===== config.mk =====
export PLATFORM = sky130hd
export DESIGN_NAME = multi_debouncer
export DESIGN_NICKNAME = d
export VERILOG_FILES = /design/src/rtl/multi_debouncer.sv
export SDC_FILE = /design/constraint.sdc
export NUM_CORES = 1
export LEC_CHECK = 0
export BUFFER_PORTS_ARGS = -buffer_cell sky130_fd_sc_hd__buf_2
export CORE_MARGIN = 4
export CORE_UTILIZATION = 53
export DETAILED_ROUTE_END_ITERATION = 12
export PLACE_DENSITY = 0.69
export SLEW_MARGIN = 30
export SYNTH_ARGS = -nofsm -noshare
export SYNTH_HDL_FRONTEND = slang
export SYNTH_SLANG_ARGS = --single-unit

===== constraint.sdc =====
create_clock -name i_clk -period 2 [get_ports i_clk]
set_input_delay 0.4 -clock i_clk [delete_from_list [all_inputs] [get_ports i_clk]]
set_output_delay 0.4 -clock i_clk [all_outputs]
set_load 0.01 [all_outputs]

===== src/rtl/multi_debouncer.sv =====
// ---------------------------------------------------------------------------
// multi_debouncer
//
// N-channel mechanical switch debouncer. A single prescaler produces a
// sampling tick shared by every channel. Each channel synchronises its raw
// pad input through two flops. It then runs a four-state filter FSM that only
// lets the debounced level follow the input after STABLE_TICKS consecutive
// ticks with the new value. Rise and fall events are registered single-cycle
// pulses that line up with the first cycle of the new level.
//
// Parameters
//   TICK_DIV      clock cycles per sampling tick (>= 2)
//   STABLE_TICKS  ticks a new value must hold before the level follows (>= 1)
//   N_CH          number of independent channels (>= 1)
//
// Ports
//   i_clk    system clock, rising edge
//   i_rst    asynchronous, active-high reset
//   i_sw     raw asynchronous switch inputs, one bit per channel
//   o_level  debounced level per channel
//   o_rise   one-cycle pulse coincident with o_level going 0->1
//   o_fall   one-cycle pulse coincident with o_level going 1->0
//   o_tick   prescaler tick, high one cycle in every TICK_DIV
//
// Handshake: none. All outputs are free-running status and event signals
// with no valid/ready flow control; consumers sample them every cycle.
//
// Debug visibility: each channel's FSM state is the enum register
// g_ch[i].state_q. Its filter count is g_ch[i].cnt_q.
// ---------------------------------------------------------------------------
module multi_debouncer #(
    parameter int TICK_DIV     = 1_000_000,
    parameter int STABLE_TICKS = 3,
    parameter int N_CH         = 4
) (
    input  logic            i_clk,
    input  logic            i_rst,
    input  logic [N_CH-1:0] i_sw,
    output logic [N_CH-1:0] o_level,
    output logic [N_CH-1:0] o_rise,
    output logic [N_CH-1:0] o_fall,
    output logic            o_tick
);

    localparam int DIV_W = $clog2(TICK_DIV);
    localparam int CNT_W = $clog2(STABLE_TICKS + 1);

    localparam logic [DIV_W-1:0] DIV_LAST = DIV_W'(TICK_DIV - 1);
    localparam logic [CNT_W-1:0] CNT_LAST = CNT_W'(STABLE_TICKS - 1);

    // The encoding keeps the debounced level in bit 1. The decode below still
    // names the states explicitly, so the encoding can change freely.
    typedef enum logic [1:0] {
        ZERO  = 2'b00,
        WAIT1 = 2'b01,
        ONE   = 2'b11,
        WAIT0 = 2'b10
    } state_t;

    // -----------------------------------------------------------------------
    // Shared tick prescaler: free-running 0..TICK_DIV-1 counter.
    // -----------------------------------------------------------------------
    logic [DIV_W-1:0] div_q;
    logic             tick;

    always_ff @(posedge i_clk or posedge i_rst) begin
        if (i_rst) begin
            div_q <= '0;
        end else if (div_q == DIV_LAST) begin
            div_q <= '0;
        end else begin
            div_q <= div_q + DIV_W'(1);
        end
    end

    // Decoded from the counter register. Reset forces the count to 0, so the
    // tick is low during reset without needing a separate flop.
    assign tick   = (div_q == DIV_LAST);
    assign o_tick = tick;

    // -----------------------------------------------------------------------
    // Two-flop synchroniser for every channel. The FSMs only ever see sync_q.
    // -----------------------------------------------------------------------
    logic [N_CH-1:0] meta_q;
    logic [N_CH-1:0] sync_q;

    always_ff @(posedge i_clk or posedge i_rst) begin
        if (i_rst) begin
            meta_q <= '0;
            sync_q <= '0;
        end else begin
            meta_q <= i_sw;
            sync_q <= meta_q;
        end
    end

    // -----------------------------------------------------------------------
    // Per-channel filter FSM and registered edge pulses.
    // -----------------------------------------------------------------------
    for (genvar ch = 0; ch < N_CH; ch++) begin : g_ch
        state_t           state_q;
        state_t           state_d;
        logic [CNT_W-1:0] cnt_q;
        logic [CNT_W-1:0] cnt_d;
        logic             s;
        logic             rise_d;
        logic             fall_d;
        logic             rise_q;
        logic             fall_q;

        assign s = sync_q[ch];

        always_ff @(posedge i_clk or posedge i_rst) begin
            if (i_rst) begin
                state_q <= ZERO;
                cnt_q   <= '0;
                rise_q  <= 1'b0;
                fall_q  <= 1'b0;
            end else begin
                state_q <= state_d;
                cnt_q   <= cnt_d;
                rise_q  <= rise_d;
                fall_q  <= fall_d;
            end
        end

        always_comb begin
            state_d = state_q;
            cnt_d   = cnt_q;
            rise_d  = 1'b0;
            fall_d  = 1'b0;

            case (state_q)
                ZERO: begin
                    if (s) begin
                        state_d = WAIT1;
                        cnt_d   = '0;
                    end
                end

                // The reversion check comes before the tick check. A bounce
                // that lands on a tick cycle therefore aborts the wait and
                // does not advance the count.
                WAIT1: begin
                    if (!s) begin
                        state_d = ZERO;
                        cnt_d   = '0;
                    end else if (tick) begin
                        if (cnt_q == CNT_LAST) begin
                            state_d = ONE;
                            cnt_d   = '0;
                            rise_d  = 1'b1;
                        end else begin
                            cnt_d = cnt_q + CNT_W'(1);
                        end
                    end
                end

                ONE: begin
                    if (!s) begin
                        state_d = WAIT0;
                        cnt_d   = '0;
                    end
                end

                WAIT0: begin
                    if (s) begin
                        state_d = ONE;
                        cnt_d   = '0;
                    end else if (tick) begin
                        if (cnt_q == CNT_LAST) begin
                            state_d = ZERO;
                            cnt_d   = '0;
                            fall_d  = 1'b1;
                        end else begin
                            cnt_d = cnt_q + CNT_W'(1);
                        end
                    end
                end

                default: begin
                    state_d = ZERO;
                    cnt_d   = '0;
                end
            endcase
        end

        // The level is decoded straight from the state register, so it cannot
        // glitch. The pulses are registered from the same transition that
        // loads the new state. This makes them coincide with the first cycle
        // of the new level.
        assign o_level[ch] = (state_q == ONE) || (state_q == WAIT0);
        assign o_rise[ch]  = rise_q;
        assign o_fall[ch]  = fall_q;
    end

endmodule

==> summary.md <==
| Metric | Value |
|---|---|
| Status | `finished clean` |
| Clk sinks | `52` |
| Worst Clk Skew | `0.00487 ns` |
| Vias in the first global route | `1,786` |
| Starting DRC count in detailed routing | `50` |
| Switch Pwr | `979 uW` |
| Skew-Pair Late Insertion Delay | `0.30 ns` |
| Fraction of registers with async set/reset | `100%` |
| GPL Wtd Cong | `0.734` |
| CP Cell Sequence | `nor4_2 -> and4_4 -> nand2_8 -> clkinv_8 -> buf_6` |
| Comb power frac | `a little over a third` |
| Clk slew on worst S/H paths | `around 0.090 ns` |
| WS Path Type | `reg2out` |
| Final-report hold violation count | `0` |
| Critical path startpoint category | `flop` |
| Post-synth top area cell | `dfrtp_1` |
| IO Pins | `19` |
| Crit path required time | `between 1.5 and 2 ns` |
| Clk network pwr share | `about 20%` |
| P per Cell Area | `between 900 and 1000 mW/mm^2` |
| Initial Util | `56.4%` |
| Critical path buffers and inverters | `2` |
| IO Port Bufs | `18` |
| Maximum capacitance violations | `0` |
| Maximum achievable frequency | `~530 MHz` |
| GRT Util Overall | `16.5%` |
| Layout cells sized above 1 | `26.4%` |
| Tmin final | `1.90 ns` |
| Largest net degree at the start of global routing | `43` |
| Worst path depth | `5` |
| Pre-antenna DRT Iters | `5` |
| Root Driver | `clkbuf_8` |
| Hold-fix buffers, CTS | `0` |
| First-pass GRT wire length | `8270 um` |
| CTS tree | `done` |
| Ys flop type | `dfrtp_1` |
| Max-slew violations | `0` |
| Max clock buf depth | `2` |
| Core Area | `0.00488 sq mm` |
| Critical Path End Type | `primary output` |
| P_int | `about 1800 uW` |
| Antenna violations before repair | `0` |
| Synthesis-stage register bit count | `52` |
| H-tree depth | `2` |
| Post-synthesis net count | `264` |
| Post-synthesis sequential area ratio | `between 40% and 50%` |
| Synth cell types | `44` |
| Top-area cell type share of the netlist area | `47.3%` |
| Area Growth Syn to Fin | `12.5%` |
| Die area | `0.00641 sq mm` |
| Mapped cell area | `0.00275 sq mm` |
| DRC errors left | `0` |
| Avg Cell Area, Syn | `11.6 sq um` |
| Via count | `1,739` |
| Syn Inst Count | `~240` |
| Worst-Margin Slew | `0.451 ns` |
| Ant. Diodes | `0` |
| Vias per inst | `5.24` |
| Crit path largest cell delay | `0.39 ns` |
| Yosys warning total | `0` |
| Num CTS Buffers | `5` |
| Final Power | `2790 uW` |
| Dpl hpwl | `3310 um` |
| Switching share of total power | `35.1%` |
| Worst Reg-to-Reg Cells | `7` |
| Row cnt | `25` |
| GRT overflow | `0` |
| Final setup vio count | `0` |
| Worst Path Arrival | `around 1.5 ns` |
| Relative slew margins | `between 60% and 70%` |
| Family with the most delay on the worst path | `simple AND/OR/NAND/NOR gates` |
| Area contributors post-synth | `dfrtp_1 47%, ha_1 9.1%, nor4_4 3.1%` |
| Post-synth EDFFs | `0` |
| Crit path max-delay cell type | `dfrtp_1` |
| Final worst path period share | `95.0%` |
| Routed wire length | `4650 um` |
| Sequential share of power | `43.5%` |
| Die Span X | `80.1 um` |
| Final ANT Viol Nets | `0` |
| Worst vdd ir | `0.485 mV` |
| Worst-path fanout max | `2` |
| Final net count | `291` |
| WL/cell | `14.0 um` |
| Setup TNS | `0 ns` |
| Die H | `80.1 um` |
| Worst Hold Class | `in2async` |
| Leak pwr | `approximately 0.0016 uW` |
Yosys cell counts (2+ instances only):
master    instances
dfrtp_1          52
ha_1             20
nor2_1           19
inv_1            13
nand2_1          13
nand3_1          11
buf_4             9
xnor2_1           9
a21oi_1           8
mux2_2            7
mux2i_1           6
o21ai_0           6
xor2_1            6
nor3_1            5
a22o_1            4
nor4_4            4
o21bai_1          4
or2_2             4
a21oi_2           3
mux2_1            3
nand4_1           3
nand4b_4          3
nor2b_1           3
and2_1            2
and3_1            2
layer usage:
layer  global-route usage [%]  routed length, um  up-vias
met1                     22.1               2230      839
li1                         -                  -      864
met3                     3.70                165        8
met4                     5.24                 69        0
met2                     26.5               2190       28
met5                        0                  0        -
flip-flops by register name, indices dropped and copies added (netlist names):
signal	cells
div_q	20
g_ch.cnt_q	8
g_ch.fall_q	4
g_ch.rise_q	4
g_ch.state_q	8
meta_q	4
sync_q	4
kinds of logic (layout without fill, tap and decap cells):
family	Yosys count	count (layout)	synth area share [%]
fa+ha+maj	20	20	9.10
flops	52	52	47.3
simple gates	81	81	20.6
xor+xnor	15	15	4.78
buf+inv	25	52	4.96
mux	16	16	6.28
compound gates	29	29	6.96
path summary, 6_finish.rpt:
| kind | to | from | slack, ns |
|---|---|---|---|
| worst max register to register | g_ch[3].state_q[1] | div_q[1] | 0.11 |
| max in group asynchronous | div_q[10] | i_rst | 1.50 |
| worst max-delay path | o_tick | div_q[6] | 0.1 |
| worst min-delay path | g_ch[2].rise_q | i_rst | 0.01 |
| min in group i_clk | meta_q[3] | i_sw[3] | 0.20 |
| worst min register to register | sync_q[1] | meta_q[1] | 0.35 |
worst reg2reg max path, cell delays in order, from the launching register on:
cell and delay [ns]:
dfrtp_1 0.40, ha_2 0.23, nand2_2 0.12, nor2_8 0.17
buf_4 0.21, nand4b_4 0.14, a21oi_4 0.17, mux2_1 0.34
layout make-up:
cell class                 instances  area, sq um
clock buffer                       6         72.6
clock inverter                     1         5.00
fill                             407         1790
inverter                          14         65.1
multi-input combinational        161         1360
sequential                        52         1300
tap                               67         83.8
timing repair buffer              31          210
power groups by stage:
stage / Sequential [uW] / Combinational (uW) / Clock [uW]
6_report: 1210 / 1010 / 563
5_1_grt: 1230 / 1150 / 629
4_1_cts: 1210 / 1020 / 583
3_5_place_dp: 1230 / 971 / 0
3_3_place_gp: 1230 / 945 / 0
2_1_floorplan: 1210 / 769 / 0
cell usage in the layout (no fill, tap or decap), types with 7 or more instances in the layout:
| cell type | count |
|---|---|
| ha_1 | 19 |
| mux2_2 | 7 |
| buf_2 | 17 |
| buf_4 | 11 |
| nor2_1 | 19 |
| inv_1 | 12 |
| nand2_1 | 12 |
| nand3_1 | 11 |
| dfrtp_1 | 52 |
| xnor2_1 | 9 |
| a21oi_1 | 8 |
metrics by stage:
step           utilization [%]  hold slack (ns)  cells  worst slack (ns)  instance area (sq um)
6_report                  63.4           0.0134    332            0.0997                   3090
5_1_grt                   63.4           0.0266    332        -0.0000616                   3090
4_1_cts                   63.6           0.0178    332           -0.0141                   3100
3_5_place_dp              60.0            0.335    320            0.0813                   2930
3_3_place_gp              60.0            0.333    320             0.132                   2930
2_1_floorplan                -            0.331    238             0.239                   2750
what timing repair did:
item                                    4_1_cts  5_1_grt
buffers inserted                              5        1
endpoints found under the setup margin        1        5
cloned                                        0        0
pin swaps                                     5        4
gates resized for setup                      10        2
(Power assumes the default switching activity.)
